<file path="src/rtl/spi_rx_pkg.sv">
// Shared definitions for the SPI word receiver:
// FSM state encoding and default parameter values.
package spi_rx_pkg;

    typedef enum logic {
        ST_IDLE  = 1'b0,
        ST_SHIFT = 1'b1
    } rx_state_e;

    localparam int WORD_WIDTH_DEF = 16;
    localparam int FIFO_DEPTH_DEF = 4;
    localparam int MSB_FIRST_DEF  = 1;

endpackage

</file>
<file path="src/rtl/sync_fifo.sv">
// Single-clock FIFO, power-of-two depth, extra pointer bit
// separates full from empty. A push while full only lands with a pop.
module sync_fifo #(
    parameter int WIDTH = 16,
    parameter int DEPTH = 4
) (
    input  logic             clk,
    input  logic             rst_n,
    input  logic             push,
    input  logic [WIDTH-1:0] push_data,
    input  logic             pop,
    output logic [WIDTH-1:0] pop_data,
    output logic             full,
    output logic             empty
);

    localparam int AW = $clog2(DEPTH);

    logic [WIDTH-1:0] mem_q [DEPTH];
    logic [WIDTH-1:0] mem_d [DEPTH];
    logic [AW:0]      wr_q, wr_d;
    logic [AW:0]      rd_q, rd_d;
    logic             push_ok;
    logic             pop_ok;

    assign empty = (wr_q == rd_q);
    assign full  = (wr_q[AW] != rd_q[AW])
                && (wr_q[AW-1:0] == rd_q[AW-1:0]);

    assign pop_ok  = pop && !empty;
    assign push_ok = push && (!full || pop_ok);

    assign pop_data = empty ? '0 : mem_q[rd_q[AW-1:0]];

    always_comb begin
        mem_d = mem_q;
        wr_d  = wr_q;
        rd_d  = rd_q;
        if (push_ok) begin
            mem_d[wr_q[AW-1:0]] = push_data;
            wr_d = wr_q + 1'b1;
        end
        if (pop_ok) begin
            rd_d = rd_q + 1'b1;
        end
    end

    always_ff @(posedge clk or negedge rst_n) begin
        if (!rst_n) begin
            for (int i = 0; i < DEPTH; i++) begin
                mem_q[i] <= '0;
            end
            wr_q <= '0;
            rd_q <= '0;
        end else begin
            mem_q <= mem_d;
            wr_q  <= wr_d;
            rd_q  <= rd_d;
        end
    end

endmodule

</file>
<file path="src/rtl/spi_word_receiver.sv">
// SPI mode-0 slave receiver: synchronises the SPI pins into clk,
// assembles WORD_WIDTH-bit words and queues them in an output FIFO.
module spi_word_receiver
    import spi_rx_pkg::*;
#(
    parameter int WORD_WIDTH = WORD_WIDTH_DEF,
    parameter int FIFO_DEPTH = FIFO_DEPTH_DEF,
    parameter int MSB_FIRST  = MSB_FIRST_DEF
) (
    input  logic                  clk,
    input  logic                  reset,
    input  logic                  spi_clk,
    input  logic                  spi_mosi,
    input  logic                  spi_cs_n,
    output logic [WORD_WIDTH-1:0] out_data,
    output logic                  out_valid,
    input  logic                  out_ready,
    output logic                  overflow,
    output logic                  frame_error
);

    localparam int CNT_W = $clog2(WORD_WIDTH + 1);
    localparam logic [CNT_W-1:0] LAST_BIT = CNT_W'(WORD_WIDTH - 1);

    logic sclk_meta_q, sclk_sync_q, sclk_prev_q;
    logic cs_meta_q, cs_sync_q, cs_prev_q;
    logic mosi_meta_q, mosi_sync_q;

    rx_state_e             state_q, state_d;
    logic [CNT_W-1:0]      cnt_q, cnt_d;
    logic [WORD_WIDTH-1:0] shreg_q, shreg_d;
    logic [WORD_WIDTH-1:0] sh_next;
    logic                  push_q, push_d;
    logic                  ovf_q, ovf_d;
    logic                  ferr_q, ferr_d;

    logic bit_evt, cs_fall, cs_rise;
    logic fifo_full, fifo_empty, pop;

    // Idle values match a deselected, quiet bus so reset never fakes an edge
    always_ff @(posedge clk or negedge reset) begin
        if (!reset) begin
            sclk_meta_q <= 1'b0;
            sclk_sync_q <= 1'b0;
            sclk_prev_q <= 1'b0;
            cs_meta_q   <= 1'b1;
            cs_sync_q   <= 1'b1;
            cs_prev_q   <= 1'b1;
            mosi_meta_q <= 1'b0;
            mosi_sync_q <= 1'b0;
        end else begin
            sclk_meta_q <= spi_clk;
            sclk_sync_q <= sclk_meta_q;
            sclk_prev_q <= sclk_sync_q;
            cs_meta_q   <= spi_cs_n;
            cs_sync_q   <= cs_meta_q;
            cs_prev_q   <= cs_sync_q;
            mosi_meta_q <= spi_mosi;
            mosi_sync_q <= mosi_meta_q;
        end
    end

    assign bit_evt = sclk_sync_q && !sclk_prev_q && !cs_sync_q;
    assign cs_fall = !cs_sync_q && cs_prev_q;
    assign cs_rise = cs_sync_q && !cs_prev_q;

    always_comb begin
        if (MSB_FIRST != 0) begin
            sh_next = {shreg_q[WORD_WIDTH-2:0], mosi_sync_q};
        end else begin
            sh_next = {mosi_sync_q, shreg_q[WORD_WIDTH-1:1]};
        end
    end

    always_comb begin
        state_d = state_q;
        cnt_d   = cnt_q;
        shreg_d = shreg_q;
        push_d  = 1'b0;
        ferr_d  = 1'b0;
        ovf_d   = push_q && fifo_full && !pop;
        unique case (state_q)
            ST_IDLE: begin
                if (cs_fall) begin
                    state_d = ST_SHIFT;
                    cnt_d   = '0;
                end
            end
            ST_SHIFT: begin
                if (cs_rise) begin
                    state_d = ST_IDLE;
                    cnt_d   = '0;
                    ferr_d  = (cnt_q != '0);
                end else if (bit_evt) begin
                    shreg_d = sh_next;
                    if (cnt_q == LAST_BIT) begin
                        cnt_d  = '0;
                        push_d = 1'b1;
                    end else begin
                        cnt_d = cnt_q + 1'b1;
                    end
                end
            end
            default: state_d = ST_IDLE;
        endcase
    end

    always_ff @(posedge clk or negedge reset) begin
        if (!reset) begin
            state_q <= ST_IDLE;
            cnt_q   <= '0;
            shreg_q <= '0;
            push_q  <= 1'b0;
            ovf_q   <= 1'b0;
            ferr_q  <= 1'b0;
        end else begin
            state_q <= state_d;
            cnt_q   <= cnt_d;
            shreg_q <= shreg_d;
            push_q  <= push_d;
            ovf_q   <= ovf_d;
            ferr_q  <= ferr_d;
        end
    end

    // shreg_q holds the finished word for the push cycle; the next
    // bit cannot arrive sooner than several clk cycles later
    assign pop = out_valid && out_ready;

    sync_fifo #(
        .WIDTH (WORD_WIDTH),
        .DEPTH (FIFO_DEPTH)
    ) u_fifo (
        .clk       (clk),
        .rst_n     (reset),
        .push      (push_q),
        .push_data (shreg_q),
        .pop       (pop),
        .pop_data  (out_data),
        .full      (fifo_full),
        .empty     (fifo_empty)
    );

    assign out_valid   = !fifo_empty;
    assign overflow    = ovf_q;
    assign frame_error = ferr_q;

endmodule

</file>
<file path="config.mk">
export PLATFORM = sky130hd
export DESIGN_NAME = spi_word_receiver
export DESIGN_NICKNAME = d
export VERILOG_FILES = /design/src/rtl/spi_rx_pkg.sv /design/src/rtl/sync_fifo.sv /design/src/rtl/spi_word_receiver.sv
export SDC_FILE = /design/constraint.sdc
export NUM_CORES = 1
export LEC_CHECK = 0
export CORE_AREA = 2 2 77 134
export CTS_CLUSTER_SIZE = 40
export DETAILED_ROUTE_END_ITERATION = 10
export DIE_AREA = 0 0 79 136
export HOLD_SLACK_MARGIN = 0.15
export PLACE_DENSITY = 0.74
export RECOVER_POWER = 100
export SLEW_MARGIN = 20
export SYNTH_ARGS = -nofsm -noshare
export SYNTH_HDL_FRONTEND = slang
export SYNTH_SLANG_ARGS = --single-unit
</file>
<file path="constraint.sdc">
create_clock -name clk -period 2.04 [get_ports clk]
set_clock_uncertainty 0.2 [all_clocks]
set_input_delay 0.408 -clock clk [delete_from_list [all_inputs] [get_ports clk]]
set_output_delay 0.408 -clock clk [all_outputs]
set_load 0.005 [all_outputs]
</file>
==> summary.txt, run 1 <==
Outcome
  – Status: complete, but fails checks
  – Failing checks: setup timing

Worst setup path
  – Worst setup SP type: flop
  – Crit-path max FO: 5
  – Setup CP Type: reg2out
  – Worst setup EP type: output pin
  – CP Data Required Time: 1.43 ns
  – Worst Path Arrival: 1.91 ns

Layout
  – Area of the multi-input gates: 2130 sq um
  – Final-stage net count: 374
  – Layout area overhead: 28.1%
  – Share of layout cells above drive strength 1: 0.549
  – Fillers: 704
  – Final core occ: 0.621
  – Register area: 2580 sq um
  – Ant diodes: 0

Yosys
  – Syn. warnings: 0
  – Synth Area in XOR/XNOR: 0.0130
  – Post-synth ARST share: 1.00
  – Mean Syn Cell Area: 16.3 sq um
  – Mapped Cells: 290
  – Number of synthesized flops with an enable pin: 0
  – Post-synth top flop: dfrtp_1
  – Leading area contributor after synthesis: dfrtp_1
  – Post-Synth Simple-Gate Area: 0.0650
  – Synth top area cells: dfrtp_1 (53%), mux2_4 (12%), mux2_2 (10%)
  – Mux contribution to synthesized area: 0.308
  – Most frequent cell after synthesis: dfrtp_1
  – Area share of the leading cell type in the synthesized netlist: 0.530
  – Synthesized flop and latch total: 103
  – Synth Area in Compound Gates: 0.0149
  – Top cells by count, synth: dfrtp_1 (100), mux2_2 (43), mux2_4 (39), and2_1 (17), mux4_2 (10)
  – Post-synth cell types: 35
  – Largest family of logic cells by synthesized area: multiplexers
  – Seq/Total Area, Yosys: 0.547
  – Post-Synth Adder-Cell Area: 0.0186
  – Net count after synthesis: 303
  – Post-Syn Area: 4720 sq um

Timing
  – Final period util: 1.23
  – Worst Tran Pin Value: 0.768 ns
  – Rel. slew slack: 0.488
  – RSZ-0062 raised after global routing: true
  – Final hold viol count: 0
  – Hold Slack: 0.150 ns
  – Final worst setup slack: -0.477 ns
  – Max Slew Vio Count: 0
  – Fmax: 397 MHz
  – Minimum clock period: 2.52 ns
  – Setup TNS: -20.26 ns
  – Final Setup Violations: 84

Place
  – Number of port buffers: 24
  – Post-Place Setup Slack: -0.484 ns
  – Dpl hpwl: 5890 um
  – Routability cong.: 0.758

Run
  – Max Cap Viol: 0

Global routing
  – GRT Util Overall: 0.200
  – Antenna violations before repair: 0
  – Total gr overflow: 0
  – Largest net degree at the start of global routing: 33
  – Number of global-route vias before repair: 2,970
  – First-pass GRT wire length: 16,000 um

Drt
  – Via-per-instance ratio: 5.39
  – Total wire length: 9770 um
  – Avg WL per Cell: 19.9 um
  – Starting DRT DRC Count: 139
  – Via Count: 2,645
  – DR DRC count: 0
  – Final ANT Viol Nets: 0
  – TritonRoute pass-1 iters: 4

Pwr
  – Largest vdd supply drop: 0.000484 V
  – Power per cell area: 678 nW/um^2
  – LEAKAGE: 3.09 nW

CTS
  – Root Buffer: clkbuf_16
  – CTS tree: yes
  – Clock sinks: 103
  – Max clock buf depth: 2
  – H-tree depth: 3
  – CTS buffer count: 9
  – Reg clk slew, reported paths: 0.07 ns
  – Worst skew pair latency: 0.34 ns

Floorplan
  – Ports: 25
  – Die area: 10,700 sq um
  – Die Width: 79 um
  – Die H: 136 um
  – Core area: 9730 sq um
  – Cell Rows: 48
  – Initial Util: 0.485

Hold path
  – Hold Crit Class: reg2reg
cell usage in the layout, fill, tap and decap left out, types with 7 or more instances in the layout:
master,instances
mux2_4,66
buf_4,19
inv_1,7
mux4_2,11
mux2_2,16
and2_4,15
clkbuf_16,10
buf_6,25
dfrtp_1,99
buf_12,10
ha_1,7
cell type report:
type / instances / share of cell area
Sequential cell: 103 / 0.427
Tap cell: 125 / 0.0259
Clock buffer: 12 / 0.0424
Multi-Input combinational cell: 167 / 0.353
Timing Repair Buffer: 73 / 0.142
Inverter: 7 / 0.00435
Clock inverter: 4 / 0.00517
critical path, cell delays in order (launching register included):
cell     delay, ns
dfrtp_1       0.41
xnor2_2       0.18
or3b_4        0.46
buf_6         0.15
buf_8         0.13
and2_4        0.14
buf_6         0.10
state kept, by name (all words and copies together), names as in the netlist:
signal        count
u_fifo.mem_q     64
mosi_meta_q       1
cs_prev_q         1
push_q            1
sclk_prev_q       1
shreg_q          16
sclk_sync_q       1
cs_meta_q         1
frame_error       1
u_fifo.rd_q       3
u_fifo.wr_q       3
overflow          1
cs_sync_q         1
state_q           1
cnt_q             5
mosi_sync_q       1
sclk_meta_q       1
routing by layer:
| metal | GRT usage | share of wire | up-vias |
|---|---|---|---|
| li1 | - | - | 1192 |
| met1 | 0.232 | 0.40 | 1386 |
| met2 | 0.348 | 0.54 | 51 |
| met3 | 0.0372 | 0.025 | 16 |
| met4 | 0.106 | 0.034 | 0 |
| met5 | 0 | 0 | - |
per-stage QoR:
stage | power [mW] | cells | cell area [sq um]
floorplan | 2.33 | 290 | 4760
global placement | 2.46 | 459 | 5390
detailed placement | 2.47 | 459 | 5390
CTS | 4.16 | 491 | 6070
global route | 4.27 | 491 | 6050
finish | 4.10 | 491 | 6050
path summary, 6_finish.rpt:
kind	startpoint	end	slack, ns	cells after the start
setup reg to reg	u_fifo.rd_q[0]	u_fifo.mem_q[29]	-0.24	6
setup / recovery	u_fifo.wr_q[2]	out_data[13]	-0.48	6
min in group asynchronous	reset	u_fifo.mem_q[43]	0.47	2
max in group asynchronous	reset	u_fifo.rd_q[0]	0.23	3
hold reg to reg	sclk_meta_q	sclk_sync_q	0.15	0
hold / removal	sclk_meta_q	sclk_sync_q	0.15	0
power by group:
| part | switching [mW] | internal (mW) |
|---|---|---|
| registers | 0.0941 | 2.11 |
| clock network | 0.740 | 0.897 |
| logic | 0.125 | 0.131 |
timing repair:
item | 4_1_cts | 5_1_grt
setup endpoints to repair | 82 | 85
buffers inserted | 12 | 1
pin swaps | 6 | 2
hold buffers | 1 | 0
hold endpoints to repair | 29 | 0
gates cloned | 4 | 1
resized for setup | 133 | 15
kinds of logic after synthesis:
| group | count (synthesis) |
|---|---|
| mux | 98 |
| compound gates | 9 |
| buf+inv | 20 |
| simple gates | 46 |
| xor+xnor | 7 |
| fa+ha+maj | 7 |
| flops | 103 |
No activity file was read; power rests on OpenSTA's default activity.
==> inputs of run 2 (changes only) <==
--- a/config.mk
+++ b/config.mk
@@ -10,9 +10,9 @@
 export DETAILED_ROUTE_END_ITERATION = 10
 export DIE_AREA = 0 0 79 136
 export HOLD_SLACK_MARGIN = 0.15
-export PLACE_DENSITY = 0.74
+export PLACE_DENSITY = 0.7
 export RECOVER_POWER = 100
-export SLEW_MARGIN = 20
+export SLEW_MARGIN = 10
 export SYNTH_ARGS = -nofsm -noshare
 export SYNTH_HDL_FRONTEND = slang
 export SYNTH_SLANG_ARGS = --single-unit
==> constraint.sdc (replaced) <==
create_clock -name clk -period 2.04 [get_ports clk]
set_clock_uncertainty 0.2 [all_clocks]
set_input_delay 0.204 -clock clk [delete_from_list [all_inputs] [get_ports clk]]
set_output_delay 0.204 -clock clk [all_outputs]
set_load 0.005 [all_outputs]
==> run 2 against run 1 <==
Against the previous run:
- the flow still finishes with violations (setup timing)
- critical path depth shrank 1
- global-route usage is 0.98 points lower
- first-iteration DRC count is 22% lower
- critical endpoint is now out_data[2]
- largest power group unchanged
- worst setup slack better by 0.24 ns
- highest routed layer unchanged
- cell area decreased by 0.85%
- clock power up 13%
==> summary.txt, run 2 (same netlist as run 1, synthesis figures left out) <==
Timing
  – Hold Slack: 0.149 ns
  – Minimum clock period: 2.28 ns
  – Max Slew Vio Count: 0
  – Final hold viol count: 0
  – Rel. slew slack: 0.371
  – Fmax: 439 MHz
  – Setup TNS: -10.39 ns
  – RSZ-0062 raised after global routing: true
  – Final Setup Violations: 82
  – Worst Tran Pin Value: 0.943 ns
  – Final period util: 1.12
  – Final worst setup slack: -0.237 ns

Drt
  – Avg WL per Cell: 19.6 um
  – TritonRoute pass-1 iters: 4
  – Met1 WL: 3770 um
  – Via-per-instance ratio: 5.31
  – Starting DRT DRC Count: 109
  – Total wire length: 9490 um
  – WL met3: 214 um
  – DR DRC count: 0
  – Final ANT Viol Nets: 0
  – Met2 routed WL: 5240 um
  – Top routing layer used: met4
  – Via Count: 2,565

CTS
  – Reg clk slew, reported paths: 0.07 ns
  – Root Buffer: clkbuf_16
  – CTS buffer count: 9
  – Worst skew pair latency: 0.34 ns
  – H-tree depth: 3
  – Clock sinks: 103
  – Max clock buf depth: 2
  – CTS tree: yes

Floorplan
  – Initial Util: 0.485
  – Core area: 9730 sq um
  – Die area: 10,700 sq um
  – Die Width: 79 um
  – Ports: 25
  – Cell Rows: 48
  – Die H: 136 um

Outcome
  – Status: complete, but fails checks
  – Failing checks: setup timing

Layout
  – Fillers: 743
  – Commonest non-fill, non-tap cell in the layout: dfrtp_1
  – Max reg flops: 64
  – Layout area overhead: 27.0%
  – Biggest register: u_fifo.mem_q
  – Largest registers: u_fifo.mem_q: 64 flops, shreg_q: 16 flops, cnt_q: 5 flops
  – Most frequent cells in the layout: dfrtp_1 (99), mux2_4 (65), buf_6 (25), mux2_2 (17), mux4_2 (15)
  – Ant diodes: 0
  – Share of layout cells above drive strength 1: 0.542
  – Final-stage net count: 366

Pwr
  – Largest vdd supply drop: 0.000515 V
  – Switching power: 0.951 mW
  – Sequential power share: 0.511
  – Power per cell area: 718 nW/um^2
  – Net Sw Frac: 0.221
  – LEAKAGE: 3.04 nW
  – Comb power frac: 0.058
  – Part of the power in the clock network: 0.430
  – Int Power: 3.36 mW

Worst setup path
  – Reg2Reg Depth: 5
  – Reg-to-Reg Start: u_fifo.wr_q[0]
  – Worst R2R End: u_fifo.mem_q[39]
  – Critical path launch point: u_fifo.wr_q[2]
  – Setup CP Type: reg2out
  – Worst Path Arrival: 1.87 ns
  – Worst setup SP type: flop
  – CP endpoint: out_data[2]
  – Worst setup EP type: output pin
  – CP Data Required Time: 1.64 ns
  – Crit-path max FO: 5
  – Setup slack, reg-to-reg: -0.14 ns

Place
  – Routability cong.: 0.735
  – Number of port buffers: 24
  – Dpl hpwl: 5810 um

Run
  – Max Cap Viol: 0

Global routing
  – Total gr overflow: 0
  – Antenna violations before repair: 0
  – First-pass GRT wire length: 15,100 um
  – Largest net degree at the start of global routing: 38
  – GRT Util Overall: 0.191
  – Number of global-route vias before repair: 2,793

Hold path
  – Hold Crit Class: reg2reg
run 2: how the worst min path moves through the flow:
stage | start | to | slack, ns | cells past startpoint
6_report | mosi_meta_q | mosi_sync_q | 0.15 | 0
5_1_grt | sclk_meta_q | sclk_sync_q | 0.16 | 0
4_1_cts | mosi_meta_q | mosi_sync_q | 0.15 | 0
3_5_place_dp | reset | u_fifo.mem_q[42] | 0.009 | 1
3_3_place_gp | reset | u_fifo.mem_q[58] | 0.006 | 1
2_1_floorplan | reset | cnt_q[0] | -0.29 | 0
run 2: critical path: stages (launching register included):
cell and delay, ns:
dfrtp_1 0.40, xnor2_1 0.22, or3b_4 0.48, buf_8 0.17, and2_4 0.15, buf_6 0.10
run 2: power groups by stage:
stage	sequential [mW]	combinational [mW]	clock [mW]
final	2.20	0.252	1.85
after global routing	2.22	0.281	1.97
after global placement	2.23	0.208	0
after CTS	2.20	0.265	1.88
after detailed placement	2.24	0.215	0
after floorplan	2.21	0.122	0
run 2: repair_timing:
item / 4_1_cts / 5_1_grt
endpoints found under the setup margin: 82 / 84
hold buffers: 4 / 0
pin swaps: 9 / 9
gates resized for setup: 109 / 47
cloned: 2 / 1
hold endpoints to repair: 103 / 0
setup buffers: 12 / 1
run 2: layout make-up:
class / instances / area [sq um] / share of cell area
clock buffer: 12 / 246 / 0.0411
clock inverter: 4 / 76.3 / 0.0127
inverter: 7 / 26.3 / 0.00438
multi-input combinational: 167 / 2120 / 0.354
sequential: 103 / 2580 / 0.431
tap: 125 / 156 / 0.0261
timing repair buffer: 65 / 783 / 0.131
run 2: per-stage QoR:
| stage | utilization | power (mW) | setup slack, ns | instance area [sq um] | instances |
|---|---|---|---|---|---|
| floorplan | - | 2.33 | -0.158 | 4720 | 290 |
| global placement | 0.544 | 2.44 | -0.269 | 5290 | 450 |
| detailed placement | 0.544 | 2.45 | -0.282 | 5290 | 450 |
| CTS | 0.602 | 4.35 | -0.241 | 5860 | 484 |
| global route | 0.616 | 4.47 | -0.321 | 5990 | 483 |
| finish | 0.616 | 4.31 | -0.237 | 5990 | 483 |
run 2: layer usage:
layer | up-vias | global-route usage
met5 | - | 0
met4 | 0 | 0.0910
met3 | 16 | 0.0385
met2 | 33 | 0.331
met1 | 1352 | 0.223
li1 | 1164 | -
==> inputs of run 3 (changes only) <==
--- a/config.mk
+++ b/config.mk
@@ -11,7 +11,8 @@
 export DIE_AREA = 0 0 79 136
 export HOLD_SLACK_MARGIN = 0.15
 export PLACE_DENSITY = 0.7
-export RECOVER_POWER = 100
+export RECOVER_POWER = 50
+export SKIP_LAST_GASP = 1
 export SLEW_MARGIN = 10
 export SYNTH_ARGS = -nofsm -noshare
 export SYNTH_HDL_FRONTEND = slang
==> constraint.sdc (replaced) <==
create_clock -name clk -period 2.04 [get_ports clk]
set_clock_uncertainty 0.2 [all_clocks]
set_input_delay 0.204 -clock clk [delete_from_list [all_inputs] [get_ports clk]]
set_output_delay 0.204 -clock clk [all_outputs]
set_load 0.02 [all_outputs]
==> run 3 against run 2 <==
Against the previous run:
- the flow still finishes with violations (setup timing)
- sequential share of layout area is 1.2 points higher
- critical path depth rose by 1
- combinational power is 8.7% lower
- worst hold slack better by 0.0032 ns
- cell area down 2.6%
- core utilization is 1.6 points lower
- worst setup slack improved by 0.053 ns
- via count shrank 0.16%
- routed wire length fell by 8.0%
- global-route usage is 1.5 points lower
- sequential power about the same
- first-iteration DRC count up 23%
- highest routed layer unchanged
==> summary.txt, run 3 (same netlist as run 1, synthesis figures left out) <==
CTS
  – CTS tree: yes
  – Max clock buf depth: 2
  – Reg clk slew, reported paths: 0.07 ns
  – CTS buffer count: 9
  – Worst skew pair latency: 0.34 ns
  – H-tree depth: 3
  – Root Buffer: clkbuf_16
  – Clock sinks: 103

Worst setup path
  – CP Data Required Time: 2.06 ns
  – Worst setup EP type: flop
  – Setup CP Type: reg2reg
  – Crit-path max FO: 6
  – Worst setup SP type: flop
  – Worst Path Arrival: 2.25 ns

Place
  – Routability cong.: 0.755
  – Dpl hpwl: 5450 um
  – DP Cell Count: 451
  – Number of port buffers: 24

Timing
  – Max Slew Vio Count: 0
  – Minimum clock period: 2.22 ns
  – Rel. slew slack: 0.331
  – Final Setup Violations: 82
  – Hold Slack: 0.152 ns
  – RSZ-0062 raised after global routing: true
  – Final worst setup slack: -0.184 ns
  – Worst Tran Pin Value: 1.00 ns
  – Final period util: 1.09
  – Final hold viol count: 0
  – Fmax: 450 MHz

Pwr
  – Part of the power in the clock network: 0.428
  – Sequential power share: 0.517
  – LEAKAGE: 2.94 nW
  – Comb power frac: 0.054
  – Switching power: 0.938 mW
  – Int Power: 3.31 mW
  – Power, Total: 4.24 mW
  – Power per cell area: 727 nW/um^2
  – Net Sw Frac: 0.221
  – Largest vdd supply drop: 0.000769 V

Global routing
  – Largest net degree at the start of global routing: 40
  – Number of global-route vias before repair: 2,716
  – First-pass GRT wire length: 14,200 um
  – GRT Util Overall: 0.176
  – Total gr overflow: 0
  – Antenna violations before repair: 0

Layout
  – Commonest non-fill, non-tap cell in the layout: dfrtp_1
  – Largest registers: u_fifo.mem_q: 64 flops, shreg_q: 16 flops, cnt_q: 5 flops
  – Non-Filler Instances: 479
  – Max reg flops: 64
  – Ant diodes: 0
  – Layout area overhead: 23.7%
  – Most frequent cells in the layout: dfrtp_1 (99), mux2_4 (48), mux2_2 (34), buf_6 (20)
  – Final-stage net count: 363
  – Biggest register: u_fifo.mem_q
  – Share of layout cells above drive strength 1: 0.517

Outcome
  – Failing checks: setup timing
  – Status: complete, but fails checks

Drt
  – Total wire length: 8730 um
  – TritonRoute pass-1 iters: 4
  – Final ANT Viol Nets: 0
  – DR DRC count: 0
  – Avg WL per Cell: 18.2 um
  – Via-per-instance ratio: 5.35
  – Starting DRT DRC Count: 134
  – Via Count: 2,561

Floorplan
  – Die H: 136 um
  – Initial Util: 0.485
  – Core area: 9730 sq um
  – Die Width: 79 um
  – Ports: 25
  – Die area: 10,700 sq um
  – Cell Rows: 48

Run
  – Max Cap Viol: 0

Hold path
  – Hold Crit Class: reg2reg
==> run 3: changes by cell type in the layout (fill, tap and decap cells not counted), moves of 4 or more <==
| cell | before | now |
|---|---|---|
| and2_1 | 3 | 7 |
| and2_4 | 14 | 10 |
| buf_4 | 7 | 13 |
| buf_6 | 25 | 20 |
| mux2_2 | 17 | 34 |
| mux2_4 | 65 | 48 |
==> run 3: timing repair <==
item                                    CTS  global route
endpoints found under the setup margin   82            82
hold endpoints to repair                103             0
pin swaps                                 5             0
resized for setup                       126             0
hold buffers                              4             0
cloned                                    2             3
buffers inserted                          3             2
==> run 3: routing by layer <==
layer,GRT usage,vias up,wire (um)
met1,0.210,1347,3500
li1,-,1162,-
met5,0,-,0
met3,0.0266,14,197
met4,0.0862,0,196
met2,0.306,38,4840
==> run 3: final timing paths <==
| path | startpoint | cells past startpoint | to | slack [ns] |
|---|---|---|---|---|
| max | u_fifo.rd_q[0] | 6 | u_fifo.mem_q[37] | -0.18 |
| min | mosi_meta_q | 0 | mosi_sync_q | 0.15 |
| max reg2reg | u_fifo.rd_q[0] | 6 | u_fifo.mem_q[37] | -0.18 |
| min reg2reg | mosi_meta_q | 0 | mosi_sync_q | 0.15 |
| max in group asynchronous | reset | 3 | cs_meta_q | 0.20 |
| min in group asynchronous | reset | 2 | u_fifo.mem_q[26] | 0.37 |
==> run 3: cell type report <==
type                            count  area (sq um)
Multi-Input combinational cell    167          2030
Clock inverter                      6          93.8
Inverter                            7          26.3
Clock buffer                        9           225
Tap cell                          125           156
Fill cell                         741          3890
Timing Repair Buffer               62           723
Sequential cell                   103          2580
==> run 3: power groups by stage <==
stage / Combinational [mW] / Clock [mW] / Sequential (mW)
2_1_floorplan: 0.123 / 0 / 2.21
3_3_place_gp: 0.214 / 0 / 2.24
3_5_place_dp: 0.222 / 0 / 2.24
4_1_cts: 0.249 / 1.86 / 2.20
5_1_grt: 0.260 / 1.94 / 2.21
6_report: 0.230 / 1.82 / 2.20
==> run 3: critical path, cell delays in order (launching register included) <==
cell and delay (ns):
dfrtp_2 0.46, xor2_1 0.17, or4_1 0.49, buf_6 0.17
nand3_4 0.14, buf_12 0.15, mux2_2 0.33
==> run 3: metrics by stage <==
step	TNS (ns)	area, sq um	setup WS, ns	util
final	-12.32	5840	-0.184	0.600
after floorplan	-7.37	4720	-0.158	-
after CTS	-12.90	5790	-0.219	0.595
after global placement	-19.24	5270	-0.296	0.542
after detailed placement	-21.10	5270	-0.317	0.542
after global routing	-18.45	5840	-0.242	0.600
